## src/rtl/synth_bus_pkg.sv

```systemverilog
// Shared definitions for the synth register bus and the voice allocator.
package synth_bus_pkg;

  // Register offsets inside one voice block
  localparam logic [15:0] REG_GATE       = 16'd0;
  localparam logic [15:0] REG_INCR       = 16'd1;
  localparam logic [15:0] REG_WAVETYPE   = 16'd4;
  localparam logic [15:0] REG_PULSEWIDTH = 16'd5;
  localparam logic [15:0] REG_ATTACK     = 16'd8;
  localparam logic [15:0] REG_DECAY      = 16'd11;
  localparam logic [15:0] REG_SUSTAIN    = 16'd14;
  localparam logic [15:0] REG_RELEASE    = 16'd17;
  localparam logic [15:0] REG_LINEAR     = 16'd20;

  // Storage width of the age field; the allocator saturates below this
  localparam int AGE_MAX_W = 8;

  typedef enum logic [2:0] {
    ST_IDLE, ST_LOOKUP, ST_KILL, ST_INCR0, ST_INCR1, ST_INCR2, ST_GATE
  } alloc_state_t;

  typedef enum logic [1:0] {
    WR_IDLE, WR_SETUP, WR_HOLD
  } write_phase_t;

  typedef struct packed {
    logic                 active;
    logic [6:0]           note;
    logic [AGE_MAX_W-1:0] age;
  } voice_entry_t;

  // Absolute address of a register in voice v
  function automatic logic [15:0] voice_addr(input logic [15:0] base,
                                             input logic [15:0] stride,
                                             input logic [2:0]  v,
                                             input logic [15:0] off);
    return base + (16'(v) * stride) + off;
  endfunction

  // Index of the lowest set bit (0 when none set)
  function automatic logic [2:0] lowest_set(input logic [7:0] vec);
    logic [2:0] idx;
    idx = 3'd0;
    for (int i = 7; i >= 0; i--) begin
      if (vec[i]) idx = 3'(i);
    end
    return idx;
  endfunction

  // Index of the maximum age, lowest index winning ties
  function automatic logic [2:0] oldest_voice(input logic [7:0][AGE_MAX_W-1:0] ages);
    logic [2:0]           idx;
    logic [AGE_MAX_W-1:0] best;
    idx  = 3'd0;
    best = ages[0];
    for (int i = 1; i < 8; i++) begin
      if (ages[i] > best) begin
        best = ages[i];
        idx  = 3'(i);
      end
    end
    return idx;
  endfunction

endpackage

```

## src/rtl/bus_byte_writer.sv

```systemverilog
// Two-cycle byte write sequencer: SETUP (strobe high) then HOLD (strobe low).
module bus_byte_writer
  import synth_bus_pkg::*;
(
  input  logic        clk,
  input  logic        rst,
  input  logic        start,
  input  logic [15:0] addr,
  input  logic [7:0]  data,
  output logic        done,
  output logic [15:0] bus_address,
  output logic [7:0]  bus_data,
  output logic        bus_read_write,
  output logic        bus_clock
);

  write_phase_t phase_r;
  logic [15:0]  addr_r;
  logic [7:0]   data_r;
  logic         rw_r;
  logic         strobe_r;

  // Load a new byte on start, drop the strobe for HOLD, otherwise park the bus at zero
  always_ff @(posedge clk or posedge rst) begin
    if (rst) begin
      phase_r  <= WR_IDLE;
      addr_r   <= 16'd0;
      data_r   <= 8'd0;
      rw_r     <= 1'b0;
      strobe_r <= 1'b0;
    end else if (start) begin
      phase_r  <= WR_SETUP;
      addr_r   <= addr;
      data_r   <= data;
      rw_r     <= 1'b1;
      strobe_r <= 1'b1;
    end else if (phase_r == WR_SETUP) begin
      phase_r  <= WR_HOLD;
      strobe_r <= 1'b0;
    end else begin
      phase_r  <= WR_IDLE;
      addr_r   <= 16'd0;
      data_r   <= 8'd0;
      rw_r     <= 1'b0;
      strobe_r <= 1'b0;
    end
  end

  // HOLD is the last cycle of a byte; the next byte may start at its closing edge
  assign done           = (phase_r == WR_HOLD);
  assign bus_address    = addr_r;
  assign bus_data       = data_r;
  assign bus_read_write = rw_r;
  assign bus_clock      = strobe_r;

endmodule

```

## src/rtl/voice_allocator.sv

```systemverilog
// Polyphonic note scheduler: picks a voice per event and programs it over the synth bus.
module voice_allocator
  import synth_bus_pkg::*;
#(
  parameter int          NUM_VOICES   = 4,
  parameter logic [15:0] VOICE_BASE   = 16'h0010,
  parameter logic [15:0] VOICE_STRIDE = 16'h0020,
  parameter int          AGE_W        = 4
) (
  input  logic                  Clock,
  input  logic                  Reset,
  input  logic                  EvValid,
  output logic                  EvReady,
  input  logic                  EvNoteOn,
  input  logic [6:0]            EvNote,
  input  logic [23:0]           EvIncr,
  output logic [15:0]           BusAddress,
  output logic [7:0]            BusData,
  output logic                  BusReadWrite,
  output logic                  BusClock,
  output logic [NUM_VOICES-1:0] VoiceActive
);

  localparam logic [AGE_MAX_W-1:0] AGE_SAT = AGE_MAX_W'((1 << AGE_W) - 1);

  alloc_state_t state_r, state_s, lookup_next_s;
  logic         ready_r;
  logic         ev_on_r;
  logic [6:0]   ev_note_r;
  logic [23:0]  ev_incr_r;
  logic [2:0]   voice_r, cur_voice_s, lookup_voice_s;
  voice_entry_t voice_tbl_r [NUM_VOICES];

  logic [7:0]                  match_vec_s, free_vec_s;
  logic [7:0][AGE_MAX_W-1:0]   ages_s;
  logic                        start_s, wr_done_s, commit_s;
  logic [15:0]                 wr_off_s, wr_addr_s;
  logic [7:0]                  wr_data_s;

  // Flatten the voice table into match / free / age views for the lookup
  always_comb begin
    match_vec_s = 8'd0;
    free_vec_s  = 8'd0;
    ages_s      = {8 * AGE_MAX_W{1'b0}};
    for (int i = 0; i < NUM_VOICES; i++) begin
      match_vec_s[i] = voice_tbl_r[i].active && (voice_tbl_r[i].note == ev_note_r);
      free_vec_s[i]  = !voice_tbl_r[i].active;
      ages_s[i]      = voice_tbl_r[i].age;
    end
  end

  // Choose the target voice and the first byte state: retrigger, free voice, or steal oldest
  always_comb begin
    lookup_voice_s = 3'd0;
    lookup_next_s  = ST_IDLE;
    if (ev_on_r) begin
      if (|match_vec_s) begin
        lookup_voice_s = lowest_set(match_vec_s);
        lookup_next_s  = ST_KILL;
      end else if (|free_vec_s) begin
        lookup_voice_s = lowest_set(free_vec_s);
        lookup_next_s  = ST_INCR0;
      end else begin
        lookup_voice_s = oldest_voice(ages_s);
        lookup_next_s  = ST_KILL;
      end
    end else begin
      if (|match_vec_s) begin
        lookup_voice_s = lowest_set(match_vec_s);
        lookup_next_s  = ST_GATE;
      end else begin
        lookup_voice_s = 3'd0;
        lookup_next_s  = ST_IDLE;
      end
    end
  end

  // Next state, and the byte to launch whenever a new byte state is entered
  always_comb begin
    state_s     = state_r;
    start_s     = 1'b0;
    cur_voice_s = voice_r;
    wr_off_s    = 16'd0;
    wr_data_s   = 8'd0;
    case (state_r)
      ST_IDLE: begin
        if (EvValid && ready_r) state_s = ST_LOOKUP;
        else                    state_s = ST_IDLE;
      end
      ST_LOOKUP: begin
        state_s     = lookup_next_s;
        cur_voice_s = lookup_voice_s;
        start_s     = (lookup_next_s != ST_IDLE);
      end
      ST_KILL: begin
        if (wr_done_s) begin state_s = ST_INCR0; start_s = 1'b1; end
        else           begin state_s = ST_KILL; end
      end
      ST_INCR0: begin
        if (wr_done_s) begin state_s = ST_INCR1; start_s = 1'b1; end
        else           begin state_s = ST_INCR0; end
      end
      ST_INCR1: begin
        if (wr_done_s) begin state_s = ST_INCR2; start_s = 1'b1; end
        else           begin state_s = ST_INCR1; end
      end
      ST_INCR2: begin
        if (wr_done_s) begin state_s = ST_GATE; start_s = 1'b1; end
        else           begin state_s = ST_INCR2; end
      end
      ST_GATE: begin
        if (wr_done_s) state_s = ST_IDLE;
        else           state_s = ST_GATE;
      end
      default: state_s = ST_IDLE;
    endcase
    case (state_s)
      ST_KILL:  begin wr_off_s = REG_GATE;          wr_data_s = 8'd0;             end
      ST_INCR0: begin wr_off_s = REG_INCR;          wr_data_s = ev_incr_r[7:0];   end
      ST_INCR1: begin wr_off_s = REG_INCR + 16'd1;  wr_data_s = ev_incr_r[15:8];  end
      ST_INCR2: begin wr_off_s = REG_INCR + 16'd2;  wr_data_s = ev_incr_r[23:16]; end
      ST_GATE:  begin wr_off_s = REG_GATE;          wr_data_s = {7'd0, ev_on_r};  end
      default:  begin wr_off_s = 16'd0;             wr_data_s = 8'd0;             end
    endcase
  end

  assign wr_addr_s = voice_addr(VOICE_BASE, VOICE_STRIDE, cur_voice_s, wr_off_s);
  assign commit_s  = (state_s == ST_GATE) && (state_r != ST_GATE);

  // State register, ready flag, event capture and chosen-voice capture
  always_ff @(posedge Clock or posedge Reset) begin
    if (Reset) begin
      state_r   <= ST_IDLE;
      ready_r   <= 1'b0;
      ev_on_r   <= 1'b0;
      ev_note_r <= 7'd0;
      ev_incr_r <= 24'd0;
      voice_r   <= 3'd0;
    end else begin
      state_r <= state_s;
      ready_r <= (state_s == ST_IDLE);
      if (state_r == ST_IDLE && EvValid && ready_r) begin
        ev_on_r   <= EvNoteOn;
        ev_note_r <= EvNote;
        ev_incr_r <= EvIncr;
      end
      if (state_r == ST_LOOKUP) voice_r <= lookup_voice_s;
    end
  end

  // Voice table update on the edge that enters GATE
  always_ff @(posedge Clock or posedge Reset) begin
    if (Reset) begin
      for (int i = 0; i < NUM_VOICES; i++) begin
        voice_tbl_r[i].active <= 1'b0;
        voice_tbl_r[i].note   <= 7'd0;
        voice_tbl_r[i].age    <= {AGE_MAX_W{1'b0}};
      end
    end else if (commit_s) begin
      for (int i = 0; i < NUM_VOICES; i++) begin
        if (3'(i) == cur_voice_s) begin
          voice_tbl_r[i].active <= ev_on_r;
          if (ev_on_r) begin
            voice_tbl_r[i].note <= ev_note_r;
            voice_tbl_r[i].age  <= {AGE_MAX_W{1'b0}};
          end
        end else if (ev_on_r && voice_tbl_r[i].active && (voice_tbl_r[i].age < AGE_SAT)) begin
          voice_tbl_r[i].age <= voice_tbl_r[i].age + {{(AGE_MAX_W-1){1'b0}}, 1'b1};
        end
      end
    end
  end

  // Gate-open status straight from the table
  always_comb begin
    VoiceActive = {NUM_VOICES{1'b0}};
    for (int i = 0; i < NUM_VOICES; i++) begin
      VoiceActive[i] = voice_tbl_r[i].active;
    end
  end

  assign EvReady = ready_r;

  bus_byte_writer u_writer (
    .clk            (Clock),
    .rst            (Reset),
    .start          (start_s),
    .addr           (wr_addr_s),
    .data           (wr_data_s),
    .done           (wr_done_s),
    .bus_address    (BusAddress),
    .bus_data       (BusData),
    .bus_read_write (BusReadWrite),
    .bus_clock      (BusClock)
  );

endmodule

```

## config.mk

```make
export PLATFORM = sky130hd
export DESIGN_NAME = voice_allocator
export DESIGN_NICKNAME = d
export VERILOG_FILES = /design/src/rtl/synth_bus_pkg.sv /design/src/rtl/bus_byte_writer.sv /design/src/rtl/voice_allocator.sv
export SDC_FILE = /design/constraint.sdc
export NUM_CORES = 1
export LEC_CHECK = 0
export CAP_MARGIN = 10
export CORE_MARGIN = 4
export CORE_UTILIZATION = 62
export DETAILED_ROUTE_END_ITERATION = 7
export PLACE_DENSITY_LB_ADDON = 0.25
export RECOVER_POWER = 25
export SLEW_MARGIN = 20
export SYNTH_ARGS = -nofsm -noshare
export SYNTH_HDL_FRONTEND = slang
export SYNTH_SLANG_ARGS = --single-unit
```

## constraint.sdc

```tcl
create_clock -name Clock -period 8.59 [get_ports Clock]
set_input_delay 2.577 -clock Clock [delete_from_list [all_inputs] [get_ports Clock]]
set_output_delay 2.577 -clock Clock [all_outputs]
set_load 0.03 [all_outputs]
```

==> results of run 1 <==
## worst reg2reg max path, cell delays in order (launching register included)
cell and delay [ns]:
dfrtp_1 0.39, inv_1 0.08, ha_1 0.32, nor2b_1 0.15, o211ai_1 0.15, a21oi_1 0.08, o31ai_1 0.19, buf_4 0.24
mux2i_1 0.31, ha_1 0.31, nor2b_1 0.14, o211ai_1 0.15, a21oi_1 0.10, o21ai_1 0.72, o21ai_0 0.20, ha_1 0.36
a21oi_1 0.14, o21ai_0 0.10, o21a_1 0.11, nor3_1 0.28, o21ai_1 0.19, a221oi_4 0.33, inv_2 0.17, nor3_4 0.40
nand2_4 0.18, mux2_4 0.36
## cell type report
type,instances,share of cell area [%]
clock inverter,9,1.99
inverter,21,1.08
tap,133,2.25
sequential,119,40.2
timing repair buffer,58,7.69
multi-input combinational,398,40.6
clock buffer,23,6.17
## cell families after synthesis
family          count (synthesis)
simple gates                  135
compound gates                120
flops                         119
mux                            72
buf+inv                        64
xor+xnor                       33
fa+ha+maj                      28
other cells                     1
## where the power goes
part	internal (mW)	switching, mW
logic	0.209	0.208
clock network	0.484	0.242
registers	0.659	0.122
## per-layer routing
metal,up-vias,wire [um]
met2,150,7220
li1,2111,-
met3,36,917
met4,0,301
met5,-,0
met1,2268,5820
## Yosys cell counts, drive strengths merged, types with 3 or more instances
library cell / instances
inv: 21
and2: 9
xor2: 10
o31ai: 4
nand2b: 6
ha: 28
nand4: 19
a21o: 4
nor2b: 13
o21a: 3
nor3: 5
a21oi: 33
buf: 30
nor2: 29
mux2: 61
a22o: 5
nand2: 30
dfrtp: 119
clkbuf: 13
mux2i: 11
nand3: 9
a31oi: 7
xnor2: 23
o211ai: 3
o2bb2ai: 8
nor4: 6
o21ai: 30
a22oi: 9
## stage by stage
step,instances,worst slack (ns),util [%]
6_report,761,2.33,75.4
5_1_grt,761,1.64,75.4
4_1_cts,761,2.39,75.7
3_5_place_dp,729,2.46,69.6
3_3_place_gp,729,2.72,69.6
2_1_floorplan,581,2.86,-
## path summary, 6_finish.rpt
check                                              endpoint  slack, ns  depth (start not counted)
min in group asynchronous       voice_tbl_r[10]$_DFFE_PP0P_       3.03                          2
hold / removal             u_writer.bus_data[3]$_DFFE_PP0N_       0.50                          1
max in group asynchronous               ev_on_r$_DFFE_PP0P_       3.90                          3
setup reg to reg                voice_tbl_r[61]$_DFFE_PP0P_       2.33                         25
setup / recovery                voice_tbl_r[61]$_DFFE_PP0P_       2.33                         25
hold reg to reg            u_writer.bus_data[3]$_DFFE_PP0N_       0.50                          1
## state kept, by name, indices dropped and copies added, names as in the netlist, 3 cells and up
signal and count:
ages_s 32, voice_tbl_r 28, ev_incr_r 24, u_writer.bus_data 8, ev_note_r 7, u_writer.bus_address 6, VoiceActive 4, state_r 3
voice_r 3
==> impl_results.md, run 1 <==
- Status: finished with violations
- Violated checks: max-capacitance violations, max-slew violations
- Ys async rst share: 100%
- CP Buf/Inv Count: 3
- Compound-Gate Fraction of Synth Area: 12.5%
- YS warnings: 0
- Reg-to-Reg Start: ages_s[1]$_DFFE_PP0P_
- Clock buffer depth: 2
- Clock transition at the registers of the reported paths: 0.05 ns
- Most frequent cells in the layout: dfrtp_1, clkdlybuf4s50_1, mux2_2
- Core ar.: 9820 um^2
- Pin count of the biggest net entering global routing: 73
- Hold_sp: u_writer.bus_data[3]$_DFFE_PP0N_
- Crit share post-route: 72.9%
- Die X: 109 um
- CP Launch Point: ages_s[1]$_DFFE_PP0P_
- Clock Latency Late Sink: 0.53 ns
- Via count: 4565
- Hold_buf cts: 0
- Synth Register Bits: 119
- DR DRC count: 0
- Syn Area/Cell: 11.0 um^2
- Area grow syn2layout: 17.3%
- Commonest non-fill, non-tap cell in the layout: dfrtp_1
- Row cnt: 36
- Yosys top cell by area: dfrtp_1
- Num CTS Buffers: 17
- Top cell type's share of synthesized area: 47.2%
- Top Ports: 66
- CP endpoint kind: flip-flop
- ANT cells: 0
- Routing usage on met3: 7.93%
- Synth Area in Adders: 5.55%
- First-pass GRT wire length: 23400 um
- Initial antenna violation count: 0
- Max Freq: 160 MHz
- Die Area: 11900 um^2
- Path type of the worst setup path: reg -> reg
- Crit-path max FO: 15
- DP Area: 6830 um^2
- Total track usage: 25.9%
- Post-Syn Area: 6310 um^2
- Root Buffer: clkbuf_8
- Final ANT Viol Nets: 0
- Total wire length: 14300 um
- Total power: 1.92 mW
- Slew margin rel.: -34.5%
- I/O Buffers: 55
- Post-Synth Simple-Gate Area: 11.7%
- Grt ovf: 0
- Initial DRT Pass Iterations: 5
- WL/cell: 18.7 um
- Met1 usage: 32.4%
- Endpoints failing setup: 0
- RSZ-0062 raised after global routing: no
- Xor/xnor share of the synthesized area: 4.58%
- Top delay family on crit path: compound AO/OA/AOI/OAI gates
- Mux cell area share after synthesis: 13.1%
- Initial Utilization: 64.2%
- Leakage: 3.38 nW
- Number of global-route vias before repair: 4722
- Setup crit start kind: flip-flop
- Ys flop type: dfrtp_1
- Post-synth EDFFs: 0
- Hold Path Class: reg -> reg
- Area of the multi-input gates: 3000 um^2
- Initial DRC Count: 302
- Post-route setup TNS: 0 ns
- Die Ht: 109 um
- Hold WS: 0.496 ns
- CP max stage delay: 0.72 ns
- Nets: 678
- Pwr dens: 260 nW/um^2
- Fin crit period: 6.26 ns
- Final Hold Vio Count: 0
- Post-synth cell types: 56
- Max Cap Viol: 3
- GR Layer Usage met2: 42.9%
- WP data required: 8.99 ns
- Slew @ Worst Pin: 2.01 ns
- H-tree Lvls: 4
- Register area share after synthesis: 47.2%
- Post-cts resize count: 0
- Most crowded layer after global routing: met2
- Postcts setup bufs: 0
- Share of layout cells above drive strength 1: 14.0%
- Sequential cell area: 2980 um^2
- Worst clock skew: 0.00995 ns
- CTS tree: done
- Worst-case vdd ir drop: 182 uV
- Routability congestion estimate from global placement: 0.855
- Main combinational cell family by area after synthesis: multiplexers
- DP HPWL: 9770 um
- Area contributors post-synth: dfrtp_1, mux2_2, ha_1
- Vias per std cell: 6.00
- Post-synthesis cell count: 572
- Clk sinks: 119
- FILL cells: 665
- Slowest cell on crit path: o21ai_1
- Critical path arrival: 6.66 ns
- Final Cell Area: 7400 um^2
- Final Max Tran Viols: 99
Power figures use the tool's default switching activity.
==> run 2, diff against run 1 <==
--- a/config.mk
+++ b/config.mk
@@ -7,7 +7,7 @@
 export LEC_CHECK = 0
 export CAP_MARGIN = 10
 export CORE_MARGIN = 4
-export CORE_UTILIZATION = 62
+export CORE_UTILIZATION = 57
 export DETAILED_ROUTE_END_ITERATION = 7
 export PLACE_DENSITY_LB_ADDON = 0.25
 export RECOVER_POWER = 25
==> constraint.sdc (replaced) <==
create_clock -name Clock -period 6.4 [get_ports Clock]
set_input_delay 1.92 -clock Clock [delete_from_list [all_inputs] [get_ports Clock]]
set_output_delay 1.92 -clock Clock [all_outputs]
set_load 0.03 [all_outputs]
==> run 2 against run 1 <==
- the flow still finishes with violations (max-capacitance violations, max-slew violations)
- cell count rose by 1.1%
- sequential share of layout area fell by 0.27 points
- global-route usage fell by 2.7 points
- first-iteration DRC count rose by 34%
- clock power rose by 37%
- wire length fell by 1.4%
- final area rose by 0.68%
- critical endpoint is now voice_tbl_r[56]$_DFFE_PP0P_
- largest power group unchanged
==> impl_results.md, run 2 (synthesis gave the netlist of run 1 again) <==
- Setup ws final: 0.642 ns (-1.69 ns)
- R2r setup slk: 0.64 ns (-1.69 ns)
- Max Cap Viol: 1 (-2)
- Crit share post-route: 90.0% (+17 points)
- Pre-CTS WS: 0.687 ns (-1.77 ns)
- First-pass GRT wire length: 23400 um (unchanged)
- Path type of the worst setup path: reg -> reg
- FILL cells: 794 (+19%)
- Critical path arrival: 6.17 ns (-0.49 ns)
- Core ar.: 10800 um^2 (+10%)
- Worst clock skew: 0.00844 ns (-0.00151 ns)
- Crit-path max FO: 15 (unchanged)
- Clock transition at the registers of the reported paths: 0.06 ns (about the same)
- WL/cell: 18.3 um (-2.4%)
- Num CTS Buffers: 17 (unchanged)
- Pint: 1.82 mW (+35%)
- Max Freq: 174 MHz (+8.7%)
- Post-route setup TNS: 0 ns (unchanged)
- R2R depth: 27 (+8.0%)
- Top Ports: 66 (unchanged)
- DR DRC count: 0 (unchanged)
- Root Buffer: clkbuf_8
- R2r endpoint: voice_tbl_r[56]$_DFFE_PP0P_
- Clk sinks: 119 (unchanged)
- Number of global-route vias before repair: 4679 (-0.91%)
- Routability congestion estimate from global placement: 0.869 (+1.6%)
- Postcts setup bufs: 0 (unchanged)
- Combinational Power Share: 21.5% (-0.2 points)
- Setup crit start kind: flip-flop
- Pwr dens: 349 nW/um^2 (+34%)
- Critical path destination: voice_tbl_r[56]$_DFFE_PP0P_
- Number of flip-flops under the largest register name: 32 (unchanged)
- Reg-to-Reg Start: ages_s[1]$_DFFE_PP0P_
- WP data required: 6.81 ns (-2.18 ns)
- Clock buffer depth: 2 (unchanged)
- Sw power: 0.779 mW (+36%)
- Hold Path Class: reg -> reg
- I/O Buffers: 55 (unchanged)
- Violated checks: max-capacitance violations, max-slew violations
- Clock power share: 38.5% (+0.7 points)
- Total wire length: 14100 um (-1.4%)
- Pin count of the biggest net entering global routing: 95 (+30%)
- Share of layout cells above drive strength 1: 14.9% (+0.93 points)
- Slew @ Worst Pin: 3.57 ns (+1.56 ns)
- Die X: 113 um (+4.0%)
- Initial antenna violation count: 0 (unchanged)
- Vias per std cell: 5.84 (-2.6%)
- Clock Latency Late Sink: 0.53 ns (about the same)
- Row cnt: 38 (+5.6%)
- Via count: 4493 (-1.6%)
- Nets: 679 (+0.15%)
- Sequential share of power: 40.1% (-0.5 points)
- Fin crit period: 5.76 ns (-0.503 ns)
- Sw Share: 30.0% (+0.24 points)
- Final Max Tran Viols: 95 (-4.0%)
- Leakage: 3.40 nW (+0.67%)
- CP max stage delay: 0.41 ns (-0.31 ns)
- H-tree Lvls: 4 (unchanged)
- Grt ovf: 0 (unchanged)
- Worst-case vdd ir drop: 247 uV (+36%)
- Initial DRT Pass Iterations: 5 (unchanged)
- Slowest cell on crit path: nor3_4
- Initial DRC Count: 405 (+34%)
- Die Area: 12800 um^2 (+8.1%)
- CP endpoint kind: flip-flop
- Most frequent cells in the layout: dfrtp_1, clkdlybuf4s50_1, mux2_2
- Area grow syn2layout: 18.1%
- Commonest non-fill, non-tap cell in the layout: dfrtp_1
- Final ANT Viol Nets: 0 (unchanged)
- Final Hold Vio Count: 0 (unchanged)
- Status: finished with violations
- Initial Utilization: 58.2% (-6.0 points)
- DP HPWL: 9820 um (+0.46%)
- Post-cts resize count: 0 (unchanged)
- Die Ht: 113 um (+4.0%)
- CTS tree: done
- Endpoints failing setup: 0 (unchanged)
- Total track usage: 23.2% (-2.7 points)
- Slew margin rel.: -138% (-100 points)
- Hold_buf cts: 0 (unchanged)
- CP Launch Point: ages_s[1]$_DFFE_PP0P_
- RSZ-0062 raised after global routing: no
- ANT cells: 0 (unchanged)
==> run 2: metal layers <==
layer  part of all wire [%]  vias to the layer above  routed length, um  track usage [%]
met4                    1.6                        0                231             8.81
met2                     50                      145               7020             38.2
met1                     42                     2200               5970             29.3
met3                    6.0                       27                846             6.52
li1                       -                     2121                  -                -
met5                      0                        -                  0                0
==> run 2: final cells by class <==
class	count	area [um^2]	share of cell area [%]
flip-flops and latches	119	2980	40.0
multi-input cells	398	3020	40.5
clock buffers	21	449	6.03
repair buffers	59	581	7.79
well taps	140	175	2.35
inverters	21	78.8	1.06
clock inverters	11	171	2.30
==> run 2: power groups by stage <==
| stage | Sequential (mW) | Combinational (mW) | Clock, mW |
|---|---|---|---|
| after floorplan | 0.965 | 0.515 | 0 |
| after global placement | 1.04 | 0.540 | 0 |
| after detailed placement | 1.05 | 0.558 | 0 |
| after CTS | 1.04 | 0.562 | 1.01 |
| after global routing | 1.06 | 0.607 | 1.05 |
| final | 1.04 | 0.557 | 0.999 |
==> run 2: worst min-delay path by stage <==
stage | startpoint | to | depth (start not counted)
floorplan | ev_incr_r[8]$_DFFE_PP0P_ | ev_incr_r[8]$_DFFE_PP0P_ | 1
global placement | u_writer.bus_data[6]$_DFFE_PP0N_ | u_writer.bus_data[6]$_DFFE_PP0N_ | 1
detailed placement | u_writer.bus_data[3]$_DFFE_PP0N_ | u_writer.bus_data[3]$_DFFE_PP0N_ | 1
CTS | u_writer.bus_data[4]$_DFFE_PP0N_ | u_writer.bus_data[4]$_DFFE_PP0N_ | 1
global route | ev_incr_r[21]$_DFFE_PP0P_ | ev_incr_r[21]$_DFFE_PP0P_ | 1
finish | u_writer.bus_data[3]$_DFFE_PP0N_ | u_writer.bus_data[3]$_DFFE_PP0N_ | 1
==> run 2: metrics by stage <==
stage / total power [mW] / std cells / utilization [%] / cell area [um^2] / hold slack (ns)
6_report: 2.60 / 769 / 68.7 / 7450 / 0.496
5_1_grt: 2.72 / 769 / 68.7 / 7450 / 0.511
4_1_cts: 2.62 / 769 / 68.9 / 7470 / 0.500
3_5_place_dp: 1.61 / 737 / 63.2 / 6850 / 0.475
3_3_place_gp: 1.58 / 737 / 63.2 / 6850 / 0.478
2_1_floorplan: 1.48 / 581 / - / 6340 / 0.475
==> run 2: critical path: cells and delay by family, from the launching register on <==
| family | cells | cell delay, ns |
|---|---|---|
| AND/OR/NAND/NOR | 6 | 1.21 |
| adder cells (fa/ha/maj) | 3 | 0.89 |
| flip-flops | 1 | 0.39 |
| buffers and inverters | 4 | 0.68 |
| multiplexers | 2 | 0.63 |
| AO/OA/AOI/OAI | 12 | 1.83 |
==> run 3, diff against run 2 <==
--- a/config.mk
+++ b/config.mk
@@ -5,7 +5,6 @@
 export SDC_FILE = /design/constraint.sdc
 export NUM_CORES = 1
 export LEC_CHECK = 0
-export CAP_MARGIN = 10
 export CORE_MARGIN = 4
 export CORE_UTILIZATION = 57
 export DETAILED_ROUTE_END_ITERATION = 7
==> results of run 3 <==
No change in the layout: final DEF, timing and power equal those of run 2.
